**src/rtl/apb_timer_multi_if.sv**
```systemverilog
// APB bus bundle for the multi-channel timer: master drives the request,
// slave returns read data, ready and error.
interface apb_timer_multi_if #(
  parameter int ADDR_W = 8
);
  logic [ADDR_W-1:0] PADDR;
  logic              PSEL;
  logic              PENABLE;
  logic              PWRITE;
  logic [31:0]       PWDATA;
  logic [31:0]       PRDATA;
  logic              PREADY;
  logic              PSLVERR;

  modport master (
    output PADDR, PSEL, PENABLE, PWRITE, PWDATA,
    input  PRDATA, PREADY, PSLVERR
  );

  modport slave (
    input  PADDR, PSEL, PENABLE, PWRITE, PWDATA,
    output PRDATA, PREADY, PSLVERR
  );
endinterface

```
**src/rtl/apb_timer_multi.sv**
```systemverilog
// apb_timer_multi: NCH independent prescaled auto-reload up-counters on a
// zero-wait-state APB slave, with a shared W1C status register, an
// interrupt enable mask and one level interrupt.
//
// Map: 0x00 STATUS (W1C), 0x04 IRQ_EN, channel c at 0x10 + 0x10*c:
//   +0 CTRL {CLR(wo), ONESHOT, EN}, +4 PSC, +8 ARR, +C CNT (read-only).
module apb_timer_multi #(
  parameter int NCH    = 4,
  parameter int CNT_W  = 32,
  parameter int ADDR_W = 8
) (
  input  logic             PCLK,
  input  logic             PRESETn,
  apb_timer_multi_if.slave apb,
  output logic             irq
);

  // Highest channel block number that is populated (block 0 is global).
  localparam logic [3:0] LAST_BLK = 4'(NCH);

  // Address decode
  logic [ADDR_W-1:0] addr;
  logic [3:0]        blk;
  logic [1:0]        reg_sel;
  logic [3:0]        ch_idx;
  logic              hi_zero;
  logic              glob_sel;
  logic              ch_sel;
  logic              mapped;
  logic              acc;
  logic              wr_acc;
  logic              unused_addr;

  assign addr        = apb.PADDR;
  assign blk         = addr[7:4];
  assign reg_sel     = addr[3:2];
  assign ch_idx      = blk - 4'd1;
  assign hi_zero     = ((addr >> 8) == '0);
  // Only 0x00 and 0x04 exist in the global block; 0x08/0x0C are holes.
  assign glob_sel    = hi_zero && (blk == 4'd0) && !reg_sel[1];
  assign ch_sel      = hi_zero && (blk != 4'd0) && (blk <= LAST_BLK);
  assign mapped      = glob_sel || ch_sel;
  assign unused_addr = ^addr[1:0];

  assign acc    = apb.PSEL && apb.PENABLE;
  assign wr_acc = acc && apb.PWRITE;

  assign apb.PREADY  = acc;
  // CNT is read-only, so a write to it is flagged like an unmapped access.
  assign apb.PSLVERR = acc && (!mapped || (apb.PWRITE && ch_sel && (reg_sel == 2'd3)));

  // Per-channel state exported for readback
  logic [NCH-1:0]   en_r;
  logic [NCH-1:0]   os_r;
  logic [31:0]      psc_r [NCH];
  logic [CNT_W-1:0] arr_r [NCH];
  logic [CNT_W-1:0] cnt_r [NCH];
  logic [NCH-1:0]   ovf;

  for (genvar c = 0; c < NCH; c++) begin : g_ch
    logic             sel;
    logic             ctrl_we;
    logic             psc_we;
    logic             arr_we;
    logic             clr;
    logic             tick;
    logic             wrap;
    logic             en_q;
    logic             os_q;
    logic [31:0]      psc_q;
    logic [31:0]      pc_q;
    logic [CNT_W-1:0] arr_q;
    logic [CNT_W-1:0] cnt_q;

    assign sel     = wr_acc && ch_sel && (ch_idx == 4'(c));
    assign ctrl_we = sel && (reg_sel == 2'd0);
    assign psc_we  = sel && (reg_sel == 2'd1);
    assign arr_we  = sel && (reg_sel == 2'd2);
    assign clr     = ctrl_we && apb.PWDATA[2];
    // >= rather than == so shrinking PSC/ARR below the running count
    // recovers on the next cycle instead of running all the way round.
    assign tick    = en_q && (pc_q >= psc_q);
    // A same-cycle CLR wins over the overflow and cancels its flag.
    assign wrap    = tick && (cnt_q >= arr_q) && !clr;

    assign ovf[c]   = wrap;
    assign en_r[c]  = en_q;
    assign os_r[c]  = os_q;
    assign psc_r[c] = psc_q;
    assign arr_r[c] = arr_q;
    assign cnt_r[c] = cnt_q;

    // Control bits: a software CTRL write overrides the one-shot auto-stop.
    always_ff @(posedge PCLK or negedge PRESETn) begin
      if (!PRESETn) begin
        en_q <= 1'b0;
        os_q <= 1'b0;
      end else if (ctrl_we) begin
        en_q <= apb.PWDATA[0];
        os_q <= apb.PWDATA[1];
      end else if (wrap && os_q) begin
        en_q <= 1'b0;
      end
    end

    // Prescale and reload registers; ARR keeps only the counter width.
    always_ff @(posedge PCLK or negedge PRESETn) begin
      if (!PRESETn) begin
        psc_q <= '0;
        arr_q <= '0;
      end else begin
        if (psc_we) psc_q <= apb.PWDATA;
        if (arr_we) arr_q <= apb.PWDATA[CNT_W-1:0];
      end
    end

    // Prescale counter and main counter; both hold while EN is low.
    always_ff @(posedge PCLK or negedge PRESETn) begin
      if (!PRESETn) begin
        pc_q  <= '0;
        cnt_q <= '0;
      end else if (clr) begin
        pc_q  <= '0;
        cnt_q <= '0;
      end else if (en_q) begin
        if (tick) begin
          pc_q  <= '0;
          cnt_q <= (cnt_q >= arr_q) ? '0 : cnt_q + CNT_W'(1);
        end else begin
          pc_q <= pc_q + 32'd1;
        end
      end
    end
  end

  // Shared status and mask
  logic [NCH-1:0] status;
  logic [NCH-1:0] irq_en;
  logic [NCH-1:0] w1c;

  assign w1c = (wr_acc && glob_sel && (reg_sel == 2'd0)) ? apb.PWDATA[NCH-1:0] : '0;

  // Status: hardware set is ORed in after the W1C so a same-cycle set wins.
  always_ff @(posedge PCLK or negedge PRESETn) begin
    if (!PRESETn) begin
      status <= '0;
      irq_en <= '0;
    end else begin
      status <= (status & ~w1c) | ovf;
      if (wr_acc && glob_sel && (reg_sel == 2'd1)) irq_en <= apb.PWDATA[NCH-1:0];
    end
  end

  assign irq = |(status & irq_en);

  // Read mux: zero outside the access phase of a read and for holes.
  logic [31:0] rdata;

  always_comb begin
    rdata = '0;
    if (acc && !apb.PWRITE) begin
      if (glob_sel) begin
        if (reg_sel[0]) rdata[NCH-1:0] = irq_en;
        else            rdata[NCH-1:0] = status;
      end else if (ch_sel) begin
        for (int c = 0; c < NCH; c++) begin
          if (ch_idx == 4'(c)) begin
            case (reg_sel)
              2'd0:    rdata[1:0]       = {os_r[c], en_r[c]};
              2'd1:    rdata            = psc_r[c];
              2'd2:    rdata[CNT_W-1:0] = arr_r[c];
              default: rdata[CNT_W-1:0] = cnt_r[c];
            endcase
          end
        end
      end
    end
  end

  assign apb.PRDATA = rdata;

endmodule

```
**src/flat_wrapper.sv**
```systemverilog
// flat-port wrapper written by rule: the top's interface ports become plain ports
module apb_timer_multi_flat 
#(
  parameter int NCH    = 4,
  parameter int CNT_W  = 32,
  parameter int ADDR_W = 8
)
  (PCLK, PRESETn, irq, apb_PADDR, apb_PSEL, apb_PENABLE, apb_PWRITE, apb_PWDATA, apb_PRDATA, apb_PREADY, apb_PSLVERR);
  apb_timer_multi_if #(.ADDR_W(ADDR_W)) apb_i ();
  input  logic PCLK;
  input  logic PRESETn;
  output logic irq;
  input wire logic [$bits(apb_i.PADDR)-1:0] apb_PADDR;
  input wire logic [$bits(apb_i.PSEL)-1:0] apb_PSEL;
  input wire logic [$bits(apb_i.PENABLE)-1:0] apb_PENABLE;
  input wire logic [$bits(apb_i.PWRITE)-1:0] apb_PWRITE;
  input wire logic [$bits(apb_i.PWDATA)-1:0] apb_PWDATA;
  output wire logic [$bits(apb_i.PRDATA)-1:0] apb_PRDATA;
  output wire logic [$bits(apb_i.PREADY)-1:0] apb_PREADY;
  output wire logic [$bits(apb_i.PSLVERR)-1:0] apb_PSLVERR;
  assign apb_i.PADDR = apb_PADDR;
  assign apb_i.PSEL = apb_PSEL;
  assign apb_i.PENABLE = apb_PENABLE;
  assign apb_i.PWRITE = apb_PWRITE;
  assign apb_i.PWDATA = apb_PWDATA;
  assign apb_PRDATA = apb_i.PRDATA;
  assign apb_PREADY = apb_i.PREADY;
  assign apb_PSLVERR = apb_i.PSLVERR;
  apb_timer_multi #(.NCH(NCH), .CNT_W(CNT_W), .ADDR_W(ADDR_W)) u_core (.PCLK(PCLK), .PRESETn(PRESETn), .apb(apb_i), .irq(irq));
endmodule
```
**config.mk**
```make
export PLATFORM = sky130hd
export DESIGN_NAME = apb_timer_multi_flat
export DESIGN_NICKNAME = d
export VERILOG_FILES = /design/src/rtl/apb_timer_multi_if.sv /design/src/rtl/apb_timer_multi.sv /design/src/flat_wrapper.sv
export SDC_FILE = /design/constraint.sdc
export NUM_CORES = 2
export LEC_CHECK = 0
export CORE_UTILIZATION = 45
export DETAILED_ROUTE_END_ITERATION = 7
export GPL_TIMING_DRIVEN = 0
export HOLD_SLACK_MARGIN = 0.1
export SETUP_SLACK_MARGIN = 0.15
export SYNTH_ARGS = -nofsm -noshare
export SYNTH_HDL_FRONTEND = slang
export SYNTH_SLANG_ARGS = --single-unit
export TNS_END_PERCENT = 1
```
**constraint.sdc**
```tcl
create_clock -name PCLK -period 2.79 [get_ports PCLK]
set_clock_uncertainty 0.1 [all_clocks]
set_input_delay 0.279 -clock PCLK [delete_from_list [all_inputs] [get_ports PCLK]]
set_output_delay 0.279 -clock PCLK [all_outputs]
set_load 0.02 [all_outputs]
```
; Yosys cells after proc, flatten, opt, wreduce, memory -nomap -nowiden
; Index checks and enable logic that the tools add are counted.
[totals]
regBits = 528
out_inout_bits = 35
elab_cells = 189
[classes]
addsub = 9
magnitude_cmp = 9
n_eq_ne = 6
mux = 57
bitwise = 4
reduce_logical = 78
[ops]
columns = op, count
row1 = $mux W32, 37
row2 = $pmux W30 S3, 4
row3 = $add A32 B1 Y32 const B, 8
row4 = $ge A32 B32 Y1, 8
row5 = $logic_and A1 B1 Y1, 48
row6 = $mux W28, 1
row7 = $pmux W2 S3, 4
row8 = $reduce_bool A2 Y1, 12
row9 = $mux W4, 3
row10 = $and A4 B4 Y4, 2
row11 = $eq A4 B2 Y1 const B, 2
row12 = $logic_not A4 Y1, 2
row13 = $mux W1, 8
row14 = $reduce_and A2 Y1, 4
row15 = $logic_not A1 Y1, 7
row16 = $eq A2 B2 Y1 const B, 2
row17 = $eq A4 B1 Y1 const B, 1
row18 = $le A4 B3 Y1 const B, 1
row19 = $not A4 Y4, 1
row20 = $or A4 B4 Y4, 1
row21 = $reduce_bool A4 Y1, 1
row22 = $reduce_or A4 Y1, 1
row23 = $sub A4 B1 Y4 const B, 1
row24 = $eq A2 B1 Y1 const B, 1
row25 = 2 further kinds, 3

; Depth between registers and ports, before layout
[logic_depth]
word_depth = 15
ltp_mapped = 12

; Least setup slack after synthesis
; No wires, ideal clock.
[synth_path]
kind = reg2reg
start = reg u_core.g_ch[3].cnt_q[0]
end = reg u_core.g_ch[3].cnt_q[19]
setup_ns = 0.069
arrival_ns = 2.516
required_ns = 2.621
setup_slack_ns = 0.105
stages_incl_launch_ff = 12
path_buffers = 1
synth_period_minus_slack_ns = 2.685
path_cell_list = dfrtp_1 inv_1 ha_1 nand2b_1 a2111oi_2 o31ai_1 o311a_1 nor2_4 nand3_1 buf_2 or3_1 nand3_1
[synth_between]
elab_chain_cells = 5
word_cells_on_any_way = 6
cone_classes = add/sub: 1 / order compare: 1 / mux: 4
[synth_rtl]
columns = item, line
row1 = from (decl), apb_timer_multi.sv:73  ; logic [CNT_W-1:0] cnt_q;
row2 = from (signal assigned), apb_timer_multi.sv:128  ; cnt_q <= (cnt_q >= arr_q) ? '0 : cnt_q + CNT_W'(1);
row3 = $add A32 B1 Y32 / $ge A32 B32 Y1 (equally long branches), apb_timer_multi.sv:128
row4 = $mux W32 (*), apb_timer_multi.sv:128
row5 = $mux W32 (*), apb_timer_multi.sv:126  ; if (tick) begin
row6 = $mux W32 (*), apb_timer_multi.sv:125  ; end else if (en_q) begin
row7 = $mux W32 (*), apb_timer_multi.sv:122  ; end else if (clr) begin
; Every way passes the cells marked *; elsewhere a longest branch is shown, timed or not. The select of a mux whose other input is x is not followed.
; A chain may end at the register's enable or synchronous reset.

; Final worst setup path
[layout_path]
start = reg u_core.g_ch[3].cnt_q[0]
end = out apb_PRDATA[0]
[layout_between]
elab_chain_cells = 5
[layout_rtl]
columns = item, line
row1 = $pmux W2 S3, apb_timer_multi.sv:168  ; case (reg_sel)
row2 = $mux W32, apb_timer_multi.sv:167  ; if (ch_idx == 4'(c)) begin
row3 = $mux W32, apb_timer_multi.sv:165  ; end else if (ch_sel) begin
row4 = $mux W4, apb_timer_multi.sv:162  ; if (glob_sel) begin
row5 = $mux W32, apb_timer_multi.sv:161  ; if (acc && !apb.PWRITE) begin
row6 = to (decl), flat_wrapper.sv:18  ; output wire logic [$bits(apb_i.PRDATA)-1:0] apb_PRDATA;
; Every way passes these cells.

==> results.cfg <==
[clock_network]
ctsLongestPathBuffers = 3
cts_tree = done
clk_pin_slew_worst_paths_ns = 0.07
cts_buffers = 61
clkSinkCount = 528
htreeDepth = 2
cts-root-buf = clkbuf_16
clock_latency_ns = 0.65

[worst_hold_path]
hold_path_depth = 4
min_to = u_core.g_ch[2].en_q
hp-class = in -> reg
min-delay-start = apb_PADDR[2]

[yosys]
ys_ff_latch = 528
syn_area_per_cell_um2 = 9.275
synthTopCellsByCount = dfrtp_1 (528), nand2_1 (355), inv_1 (292), o21ai_0 (268), ha_1 (264)
synthFlopType = dfrtp_1
synth_nets = 3850
synth.top_cell.area_share_pct = 40.23
ys_types = 88
synthCells = 3541
yosysTopAreaCell = dfrtp_1
synth_most_common_cell = dfrtp_1
synth.area.top_cells = dfrtp_1 (40%), ha_1 (10%), mux2_2 (7.1%)
synth_edf_count = 0
async_flop_share_pct = 100.0
ys_warn_count = 0
seq_area_frac_synth_pct = 40.23
syn_area_um2 = 32840

[global_routing]
antenna_found_initial = 5
globalRouteTotalUtil_pct = 32.43
grt-ovfl-total = 0
grt_start_max_net_pins = 117
grt_first_pass_wirelength_um = 178600
grt_pass1_vias = 27540

[critical_path]
slowest_stage = mux4_2
critPathMostFrequentCell = a22oi_2
r2r_cells = 13
cp-start-kind = flip-flop
cp.buffers_inverters = 2
critPathMaxFanout = 5
r2r_setup_slack_ns = -0.06
crit_path_start = u_core.g_ch[3].cnt_q[0]
endpoint_kind = output pin
cp_top_family = multiplexers
timing.rr.end = u_core.g_ch[1].cnt_q[3]
cp_cell_sequence = buf_4 -> mux4_2 -> a22oi_2 -> nand2_1 -> a22oi_2 -> nor2_4 -> buf_6
crit_path_max_incr_delay_ns = 0.52
critical_path_class = reg -> out
reg2reg_from = u_core.g_ch[1].arr_q[5]
cp.required_ns = 2.41
critPathArrivalTime_ns = 2.51

[drt]
dr_wl_met2_um = 51990
highest_layer = met5
vias = 28920
met1_length_um = 51530
drtIter0Drc = 2914
viasPerCell = 6.096
antenna_left = 0
wl_per_cell_um = 25.67
totalWireLength_um = 121800
wl_met3_um = 11710
drc = 0
drt_pre_antenna_iters = 6

[final_layout]
drive_gt1_share_pct = 23.05
fin_cells = 4744
area_growth_syn_to_layout_pct = 20.98
num-nets-final = 4059
fill_cells = 6568

[outcome]
outcome = finished, violations left
failed_checks = negative setup slack

[floorplan]
initial_core_util_pct = 45.71
core.rowCount = 98
coreArea_um2 = 71850
die_w_um = 272.2
dieArea_um2 = 74070
die_h_um = 272.2
ios = 80

[power_and_ir_drop]
seq_power_share_pct = 41.0
swShare_pct = 31.92
peakVddDrop_v = 0.0005240
pwr-share-comb_pct = 21.7
p_leak_nw = 17.95
clock_power_share_pct = 37.4
p_sw_mw = 6.982
power_density_nw_per_um2 = 550.4
p_int_mw = 14.89

[job]
maxCapViolCount = 0

[sta]
hold_violations = 0
worstMarginPinSlew_ns = 1.321
hold_ws_ns = 0.1614
setup_ws_ns = -0.09814
post-route-period-util_pct = 103.5
grt_setup_unrepaired = true
slew_headroom_pct = 11.26
setup_viol = 28
fin_crit_ns = 2.888
tns_ns = -0.6256
fmax_ghz = 0.3462
finalMaxSlewViolations = 0

[placed_design]
dp.cells = 4570
routabilityCongestion = 1.010
pre_cts_slack_ns = -2.462
io_buffers = 74
place_hpwl_um = 90850
==> timing repair <==
| action | CTS | global route |
|---|---|---|
| endpoints found under the setup margin | 519 | 293 |
| endpoints found under the hold margin | 379 | 0 |
| buffers inserted | 43 | 20 |
| cloned | 1 | 1 |
| resized for setup | 655 | 156 |
| hold buffers | 2 | 0 |
| pin swaps | 106 | 87 |
==> cell type report <==
cell class / count / area, µm² / share of cell area (%)
Antenna cell: 3 / 7.507 / 0.01889
Clock buffer: 90 / 1818 / 4.575
Sequential cell: 528 / 13290 / 33.45
Tap cell: 950 / 1189 / 2.991
Multi-Input combinational cell: 2559 / 19410 / 48.86
Timing Repair Buffer: 146 / 1408 / 3.542
Buffer: 162 / 1335 / 3.360
Clock inverter: 14 / 178.9 / 0.4503
Inverter: 292 / 1096 / 2.758
==> power groups by stage <==
stage               combinational, mW  sequential (mW)  clock, mW
floorplan                        2.26             8.66          0
global placement                 3.53             9.05          0
detailed placement               3.61             9.04          0
CTS                              4.50             8.93       8.25
global route                     5.10             8.99       8.55
finish                           4.74             8.96       8.17
==> layer usage <==
metal / global-route usage [%] / up-vias
met5: 0 / -
met4: 14.98 / 2
met3: 6.559 / 252
met2: 48.10 / 1331
met1: 45.38 / 14290
li1: - / 13050
==> cell usage in the layout (no fill, tap or decap), drive strengths merged, types with 28 or more instances in the layout <==
master and count:
nand4 90, mux2 206, and3 73, nand2 356
xor2 115, dfrtp 528, a22oi 86, buf 176
inv 293, nor3 48, or3 36, xnor2 47
a21o 51, a221oi 32, o21ai 274, clkdlybuf4s50 36
nor2 263, clkbuf 173, nor2b 28, nand3 128
ha 264, a21oi 138
==> cells by family (layout without fill, tap and decap cells) <==
kind of cell	after synthesis	in the layout	synth area share, %
adders and majority gates	264	264	10.06
AOI/OAI and AO/OA	778	778	15.34
xor gates and xnor gates	162	162	4.320
other	0	3	0
buffers and inverters	454	704	5.368
DFF	528	528	40.23
and+or+nand+nor	1138	1138	16.98
muxes	217	217	7.703
==> per-stage QoR <==
step | cell area (µm²) | power (mW) | util, %
after floorplan | 32850 | 10.92 | -
after global placement | 34780 | 12.58 | 48.40
after detailed placement | 34920 | 12.65 | 48.60
after CTS | 39090 | 21.68 | 54.40
after global routing | 39730 | 22.63 | 55.29
final | 39740 | 21.87 | 55.30
==> worst max path at each step <==
stage / endpoint / slack [ns] / depth (start not counted)
final: apb_PRDATA[0] / -0.1 / 7
after global routing: u_core.g_ch[3].cnt_q[18] / -0.12 / 10
after CTS: u_core.g_ch[1].cnt_q[30] / -0.05 / 10
after detailed placement: apb_PRDATA[3] / -2.46 / 9
after global placement: u_core.g_ch[3].pc_q[17] / -23.52 / 1
after floorplan: apb_PRDATA[13] / 0.12 / 8
==> state kept, by name, indices dropped and copies added (netlist names) <==
name and count:
u_core.g_ch.arr_q 128, u_core.g_ch.cnt_q 128, u_core.g_ch.pc_q 128, u_core.g_ch.psc_q 128, u_core.g_ch.en_q 4, u_core.g_ch.os_q 4
u_core.irq_en 4, u_core.status 4
==> worst min-delay path, stage by stage <==
cell and delay [ns]:
buf_4 0.19, nor2_2 0.15, nand2_1 0.14, a31oi_1 0.10
(Power assumes the default switching activity.)
